===== config.mk =====
export PLATFORM = sky130hd
export DESIGN_NAME = pool_window_core
export DESIGN_NICKNAME = d
export VERILOG_FILES = /design/src/rtl/pool_window_core.sv
export SDC_FILE = /design/constraint.sdc
export NUM_CORES = 1
export LEC_CHECK = 0
export ABC_AREA = 0
export CAP_MARGIN = 25
export CORE_ASPECT_RATIO = 1.1
export CORE_MARGIN = 5
export CORE_UTILIZATION = 40
export CTS_CLUSTER_DIAMETER = 80
export DETAILED_ROUTE_END_ITERATION = 10
export DONT_BUFFER_PORTS = 1
export HOLD_SLACK_MARGIN = 0.08
export SYNTH_ARGS = -nofsm -noshare
export SYNTH_HDL_FRONTEND = slang
export SYNTH_SLANG_ARGS = --single-unit

===== constraint.sdc =====
create_clock -name clk -period 1 [get_ports clk]
set_input_delay 0.05 -clock clk [delete_from_list [all_inputs] [get_ports clk]]
set_output_delay 0.05 -clock clk [all_outputs]
set_load 0.02 [all_outputs]

===== src/rtl/pool_window_core.sv =====
// Pools a 5x5 Q5.11 window into one saturated Q5.11 value: active-entry sum divided by 4.
// One-cycle latency, one result per clock, no backpressure.
module pool_window_core (
  input  logic         clk,
  input  logic         rst_n,
  input  logic         in_valid,
  input  logic [15:0]  window_size,
  input  logic [399:0] window,
  output logic [15:0]  value,
  output logic         out_valid
);

  logic [2:0]         neff;
  logic [4:0]         n_active;
  logic signed [15:0] entry;
  logic signed [20:0] sum;
  logic signed [20:0] scaled;
  logic [15:0]        result;

  always_comb begin
    neff     = (window_size > 16'd5) ? 3'd5 : window_size[2:0];
    n_active = {2'b00, neff} * {2'b00, neff};
    entry    = '0;
    sum      = '0;
    // Only the leading Neff*Neff row-major entries contribute; the rest are ignored.
    for (int i = 0; i < 25; i++) begin
      entry = window[16*i +: 16];
      if (5'(i) < n_active) begin
        sum = sum + 21'(entry);
      end
    end
    scaled = sum >>> 2;
    if (scaled > 21'sd32767) begin
      result = 16'h7FFF;
    end else if (scaled < -21'sd32768) begin
      result = 16'h8000;
    end else begin
      result = scaled[15:0];
    end
  end

  always_ff @(posedge clk or negedge rst_n) begin
    if (!rst_n) begin
      value     <= '0;
      out_valid <= 1'b0;
    end else begin
      out_valid <= in_valid;
      if (in_valid) begin
        value <= result;
      end
    end
  end

endmodule


==> results by group, run 1 <==
Finish
  • Layout cells sized above 1: 35.6%
  • Area grow syn2layout: 48.7%
  • Filler Cell Count: 5849
  • Total Nets Final: 5722

Timing
  • Final setup violation count: 16
  • Final WS setup: -22940 ps
  • Fin Hold WS: -169 ps
  • Final period util: 2390%
  • RSZ-0062 raised after global routing: yes
  • Worst Tran Pin Value: between 700 and 800 ps
  • Fin. max-slew vios: 0
  • Minimum clock period: 23940 ps
  • Max-slew headroom: ~50%
  • Max Fclk: 41.8 MHz
  • Post-Route Skew: 0 ps
  • Final Hold Viols: 17

Die
  • Core Area: 0.0637 mm2
  • Die width: between 200 and 300 um
  • Ports: around 440
  • Rows: a little under 100
  • Initial core utilization: 40.4%
  • Die area: 0.0695 mm2
  • DIE HEIGHT: 276 um

Detailed routing
  • Routed wire length per instance: between 15 and 20 um
  • Post-Route WL: 99900 um
  • Routed vias/inst: 5.51
  • Via count: ~31000
  • TritonRoute pass-1 iters: 5
  • Post-DRT Antenna Nets: 0
  • DRC: 0
  • Starting DRT DRC Count: 1252

Logic synthesis
  • Post-synthesis xor/xnor area fraction: 13.7%
  • Mux contribution to synthesized area: 1.09%
  • Adder-cell area share of the yosys netlist: roughly 25%
  • Warnings, synthesis: 0
  • Top_reg_cell synth: dfrtp_1
  • Seq/Total Area, Yosys: 1.65%
  • Synth top area cells: ha_1 23%, xnor2_1 8.1%, o21ai_0 6.9%
  • Cell with the most instances after synthesis: ha_1
  • Syn avg cell area: 7.12 um2
  • Mapped Area: approximately 0.026 mm2
  • Main combinational cell family by area after synthesis: compound AO/OA/AOI/OAI gates
  • Synth top area share: 23.4%
  • #FFs+latches synth: 17
  • Synth Area in Compound Gates: 35.7%
  • Share of async-settable or async-resettable flops after synthesis: 100%
  • Synth area leader: ha_1
  • Unique cell type count in the Yosys netlist: 109
  • Post-Syn Nets: 4538
  • Most instantiated cells after synthesis: 482 x ha_1, 356 x o21ai_0, 354 x a21oi_1
  • Post-Synth Simple-Gate Area: 17.8%
  • Post-synth EDFFs: 0
  • Post-Synthesis Cells: 3614

Worst setup path
  • Reg-to-reg startpoint: value[6]$_DFFE_PN0P_
  • Reg2reg setup slack: 260 ps
  • Path type of the worst setup path: input port to flop
  • Setup crit end kind: flop
  • CP Launch Type: input port
  • Critical path required time: approximately 1100 ps
  • Max FO, Critical Path: 8
  • Reg2Reg Depth: 2
  • Critical path's largest stage delay: 570 ps
  • FF-to-FF End: value[6]$_DFFE_PN0P_
  • CP max stage cell: fa_2
  • Critical path data arrival time: 24050 ps

Clock tree
  • Max clock buf depth: 2
  • Clock root cell: clkbuf_16
  • Clock latency at the later pin of the worst-skew pair: 240 ps
  • Clock-pin slew on the worst setup and hold paths: 50 ps
  • Total CTS buffers: 3
  • Hold_buf cts: 1
  • H-tree Lvls: 1
  • TritonCTS clock tree: built
  • Clk sinks: 17

Min path
  • Worst hold path class: input port to flop
  • Worst Hold End: out_valid$_DFF_PN0_
  • Hold Startpoint: in_valid
  • Hold path depth: 0

Placed design
  • Placer Congestion: 0.948
  • Port Buf Inserts: 0
  • Dpl hpwl: 84500 um

Global routing
  • Total track usage: 26.2%
  • Initial antenna violation count: 1
  • GRT overflow: 0
  • First-pass GRT wire length: 151000 um
  • Vias in the first global route: between 30000 and 40000
  • Pin count of the biggest net entering global routing: 56

Outcome
  • Violated checks: hold timing, setup timing
  • Run status: finished with violations

Flow run
  • Max Cap Viol: 0
per-layer routing:
metal  global-route usage, %  part of all wire, %  wire length, um  up-vias
li1                        -                    -                -    15700
met1                    30.6                   40            39800    14500
met2                    48.9                   50            49800      763
met3                    4.69                  6.4             6390      209
met4                    7.90                  3.9             3860        0
met5                       0                    0                0        -
state kept, by name, summed over array words and instances (netlist names):
name and count:
out_valid 1, value 16
metrics by stage:
| step | util [%] | instances | setup slack [ps] | setup TNS, ps | cell area, um2 |
|---|---|---|---|---|---|
| after floorplan | - | 3614 | -21630 | -344890 | 26100 |
| after global placement | 55.5 | 5520 | -23810 | -380220 | 35400 |
| after detailed placement | 55.5 | 5520 | -24080 | -384430 | 35400 |
| after CTS | 57.2 | 5577 | -22760 | -363330 | 36500 |
| after global routing | 60.0 | 5638 | -24070 | -384340 | 38200 |
| final | 60.0 | 5642 | -22940 | -366370 | 38300 |
cell usage in the layout, fill, tap and decap left out, types with 17 or more instances in the layout:
cell	count
a211o_1	21
or3_1	25
and2_1	39
xnor2_1	220
and3_1	21
o21ai_0	248
ha_1	425
dfrtp_1	17
nand2b_1	63
nor2_1	230
nor2b_1	40
nand4_1	17
xnor2_2	19
o31ai_2	17
a31oi_1	25
inv_1	212
o21ai_1	124
a21oi_2	96
o21bai_1	91
a21oi_1	253
buf_4	1240
xor2_1	139
inv_2	17
nand2_1	254
o31ai_1	20
a21o_1	211
ha_4	47
o21ai_2	26
o21a_1	83
nor3_1	49
nand3_1	65
worst max-delay path: cells and delay by family:
family,cells,cell delay (ps)
mux,3,700
xor+xnor,13,2240
fa+ha+maj,25,8980
simple gates,20,2980
buf+inv,15,1580
compound gates,46,7490
how the worst max path moves through the flow:
| stage | start | to | depth (start not counted) |
|---|---|---|---|
| 6_report | window_size[10] | value[3]$_DFFE_PN0P_ | 122 |
| 5_1_grt | window_size[10] | value[3]$_DFFE_PN0P_ | 132 |
| 4_1_cts | window_size[10] | value[1]$_DFFE_PN0P_ | 125 |
| 3_5_place_dp | window_size[10] | value[3]$_DFFE_PN0P_ | 125 |
| 3_3_place_gp | window_size[10] | value[1]$_DFFE_PN0P_ | 129 |
| 2_1_floorplan | window_size[5] | value[6]$_DFFE_PN0P_ | 121 |
timing repair:
action                                  CTS  global route
hold endpoints to repair                 34            17
setup buffers                            50            63
pin swaps                                60           202
gates cloned                              2             0
resized for setup                       124           319
endpoints found under the setup margin   16            16
logic make-up (layout without fill, tap and decap cells):
group           after synthesis  after routing
compound gates             1433           1433
simple gates                937            937
fa+ha+maj                   505            505
xor+xnor                    393            393
buf+inv                     303           1486
mux                          26             26
flops                        17             17
other cells                   0              4
cell type report:
| class | instances | area (um2) | area share [%] |
|---|---|---|---|
| inverter | 229 | 860 | 2.25 |
| antenna | 4 | 10.0 | 0.0262 |
| multi-input combinational | 3294 | 26300 | 68.8 |
| clock buffer | 4 | 78.8 | 0.206 |
| sequential | 17 | 425 | 1.11 |
| tap | 841 | 1050 | 2.75 |
| timing repair buffer | 1253 | 9510 | 24.9 |
Power of run 1 is not shown: default switching activity piles up to over one toggle a cycle in this logic, so the estimate is an artifact.
==> run 2: changes to the inputs <==
--- a/config.mk
+++ b/config.mk
@@ -9,7 +9,7 @@
 export CAP_MARGIN = 25
 export CORE_ASPECT_RATIO = 1.1
 export CORE_MARGIN = 5
-export CORE_UTILIZATION = 40
+export CORE_UTILIZATION = 43
 export CTS_CLUSTER_DIAMETER = 80
 export DETAILED_ROUTE_END_ITERATION = 10
 export DONT_BUFFER_PORTS = 1
==> run 2 against run 1 <==
The flow still finishes with violations (hold timing, setup timing); via count rose by 0.10%; sequential share of layout area barely moved; global-route usage rose by 1.6 points; count of clock-buffer cells in the layout did not move; die area fell by 6.7%; worst hold slack barely moved; critical path depth fell by 2; critical endpoint is now value[10]$_DFFE_PN0P_; largest cell class unchanged.
==> results by group, run 2 (synthesis gave the netlist of run 1 again) <==
Clock tree
  • Total CTS buffers: 3 (unchanged)
  • Hold_buf cts: 1 (unchanged)
  • Clock root cell: clkbuf_16
  • Clock-pin slew on the worst setup and hold paths: 50 ps (about the same)
  • Clk sinks: 17 (unchanged)
  • Max clock buf depth: 2 (unchanged)
  • Clock latency at the later pin of the worst-skew pair: 240 ps (about the same)
  • TritonCTS clock tree: built
  • H-tree Lvls: 1 (unchanged)

Die
  • Die area: 0.0648 mm2 (-6.7%)
  • DIE HEIGHT: 267 um (-3.4%)
  • Initial core utilization: 43.2% (+2.9 points)
  • Die width: 243 um (-3.4%)
  • Ports: 436 (unchanged)
  • Rows: 94 (-3.1%)
  • Core Area: 0.0595 mm2 (-6.6%)

Worst setup path
  • Critical path's largest stage delay: 550 ps (-20 ps)
  • Critical path required time: 1110 ps (about the same)
  • Reg2Reg Depth: 2 (unchanged)
  • CP max stage cell: fa_2
  • FF-to-FF End: value[10]$_DFFE_PN0P_
  • Worst setup startpoint: window_size[10]
  • Reg2reg setup slack: 250 ps (about the same)
  • CP Launch Type: input port
  • Path type of the worst setup path: input port to flop
  • Worst setup path end: value[10]$_DFFE_PN0P_
  • Max FO, Critical Path: 7 (-1)
  • Setup crit end kind: flop
  • Critical path data arrival time: 23980 ps (-70 ps)
  • Reg-to-reg startpoint: value[10]$_DFFE_PN0P_

Timing
  • Final Hold Viols: 17 (unchanged)
  • RSZ-0062 raised after global routing: yes
  • Worst Tran Pin Value: 751 ps (+4.03 ps)
  • Post-Route Skew: 0 ps (unchanged)
  • Final period util: 2390% (-7.2 points)
  • Fin. max-slew vios: 0 (unchanged)
  • Fin Hold WS: -168 ps (+0.0570 ps)
  • Final WS setup: -22870 ps (+72.0 ps)
  • Minimum clock period: 23870 ps (-72.0 ps)
  • Total Neg Setup Slack: -365130 ps (+1240 ps)
  • Final setup violation count: 16 (unchanged)
  • Max Fclk: 41.9 MHz (+0.30%)
  • Max-slew headroom: 49.7% (-0.27 points)

Detailed routing
  • Routed wire length per instance: 17.7 um (-0.26%)
  • DRC: 0 (unchanged)
  • Starting DRT DRC Count: 1455 (+16%)
  • Via count: 31100 (+0.10%)
  • Post-Route WL: 99100 um (-0.84%)
  • TritonRoute pass-1 iters: 5 (unchanged)
  • Routed vias/inst: 5.55 (+0.69%)
  • Post-DRT Antenna Nets: 0 (unchanged)

Global routing
  • Layer with the highest usage: met2
  • Met3 GRT Util: 5.67% (+0.98 points)
  • Total track usage: 27.9% (+1.6 points)
  • First-pass GRT wire length: 150000 um (-0.51%)
  • GRT overflow: 0 (unchanged)
  • Pin count of the biggest net entering global routing: 57 (+1.8%)
  • Initial antenna violation count: 3 (+2)
  • Vias in the first global route: 30300 (-0.47%)
  • Met1 usage: 31.9% (+1.3 points)
  • Met2 GRT Util: 51.9% (+2.9 points)

Outcome
  • Violated checks: hold timing, setup timing
  • Run status: finished with violations

Finish
  • Total Nets Final: 5765 (+0.75%)
  • Final instance area: 0.0384 mm2 (+0.49%)
  • Top Registers: value (16), out_valid (1)
  • Max reg flops: 16 (unchanged)
  • Layout cells sized above 1: 36.3% (+0.63 points)
  • Commonest non-fill, non-tap cell in the layout: buf_4
  • Top reg by flops: value
  • Most frequent cells in the layout: 1287 x buf_4, 428 x ha_1, 254 x nand2_1, 254 x a21oi_1, 246 x o21ai_0
  • Area grow syn2layout: 49.4%

Placed design
  • Dpl hpwl: 83500 um (-1.2%)
  • Placer Congestion: 0.957 (+0.86%)
  • Port Buf Inserts: 0 (unchanged)
  • Instance area after placement: 0.0356 mm2 (+0.68%)

Flow run
  • Max Cap Viol: 0 (unchanged)

Min path
  • Worst hold path class: input port to flop
run 2: cell types whose count changed in the layout (fill, tap and decap cells not counted), sizes merged:
cell,delta
buf,+42
diode,-3
clkbuf,+1
run 2: area by class of cell:
class / instances / area [um2]
antenna: 1 / 2.50
clock buffer: 4 / 78.8
fill: 5260 / 21100
inverter: 229 / 860
multi-input combinational: 3294 / 26300
sequential: 17 / 425
tap: 768 / 961
timing repair buffer: 1296 / 9810
run 2: worst min path at each step:
stage               startpoint                  end  slack [ps]  cells past startpoint
floorplan                rst_n  out_valid$_DFF_PN0_        -250                      0
detailed placement       rst_n  out_valid$_DFF_PN0_        -250                      0
finish                in_valid  out_valid$_DFF_PN0_        -170                      0
global placement         rst_n  out_valid$_DFF_PN0_        -250                      0
global route          in_valid  out_valid$_DFF_PN0_        -170                      0
CTS                   in_valid  out_valid$_DFF_PN0_        -170                      0
run 2: worst max-delay path: cells and delay by family:
family	cells	cell delay, ps
fa+ha+maj	25	9210
compound gates	47	7780
simple gates	17	2840
xor+xnor	12	2060
buf+inv	17	1640
mux	2	390
run 2: timing repair:
| action | 4_1_cts | 5_1_grt |
|---|---|---|
| buffers inserted | 41 | 68 |
| gates cloned | 2 | 0 |
| pin swaps | 74 | 238 |
| endpoints found under the hold margin | 34 | 17 |
| endpoints found under the setup margin | 16 | 16 |
| resized for setup | 128 | 313 |
run 2: stage by stage:
step           setup slack [ps]  utilization, %  cells
3_3_place_gp             -23640            59.9   5493
5_1_grt                  -24090            64.6   5609
6_report                 -22870            64.6   5609
2_1_floorplan            -21630               -   3614
3_5_place_dp             -23730            59.9   5493
4_1_cts                  -22820            61.5   5541
run 2: metal layers:
layer  part of all wire, %  routed length [um]  vias up
li1                      -                   -    15700
met1                    40               39300    14500
met3                   6.5                6450      226
met2                    50               49200      714
met4                   4.2                4180        2
met5                 0.013                  13        -
Power of run 2 is left out for the same reason.
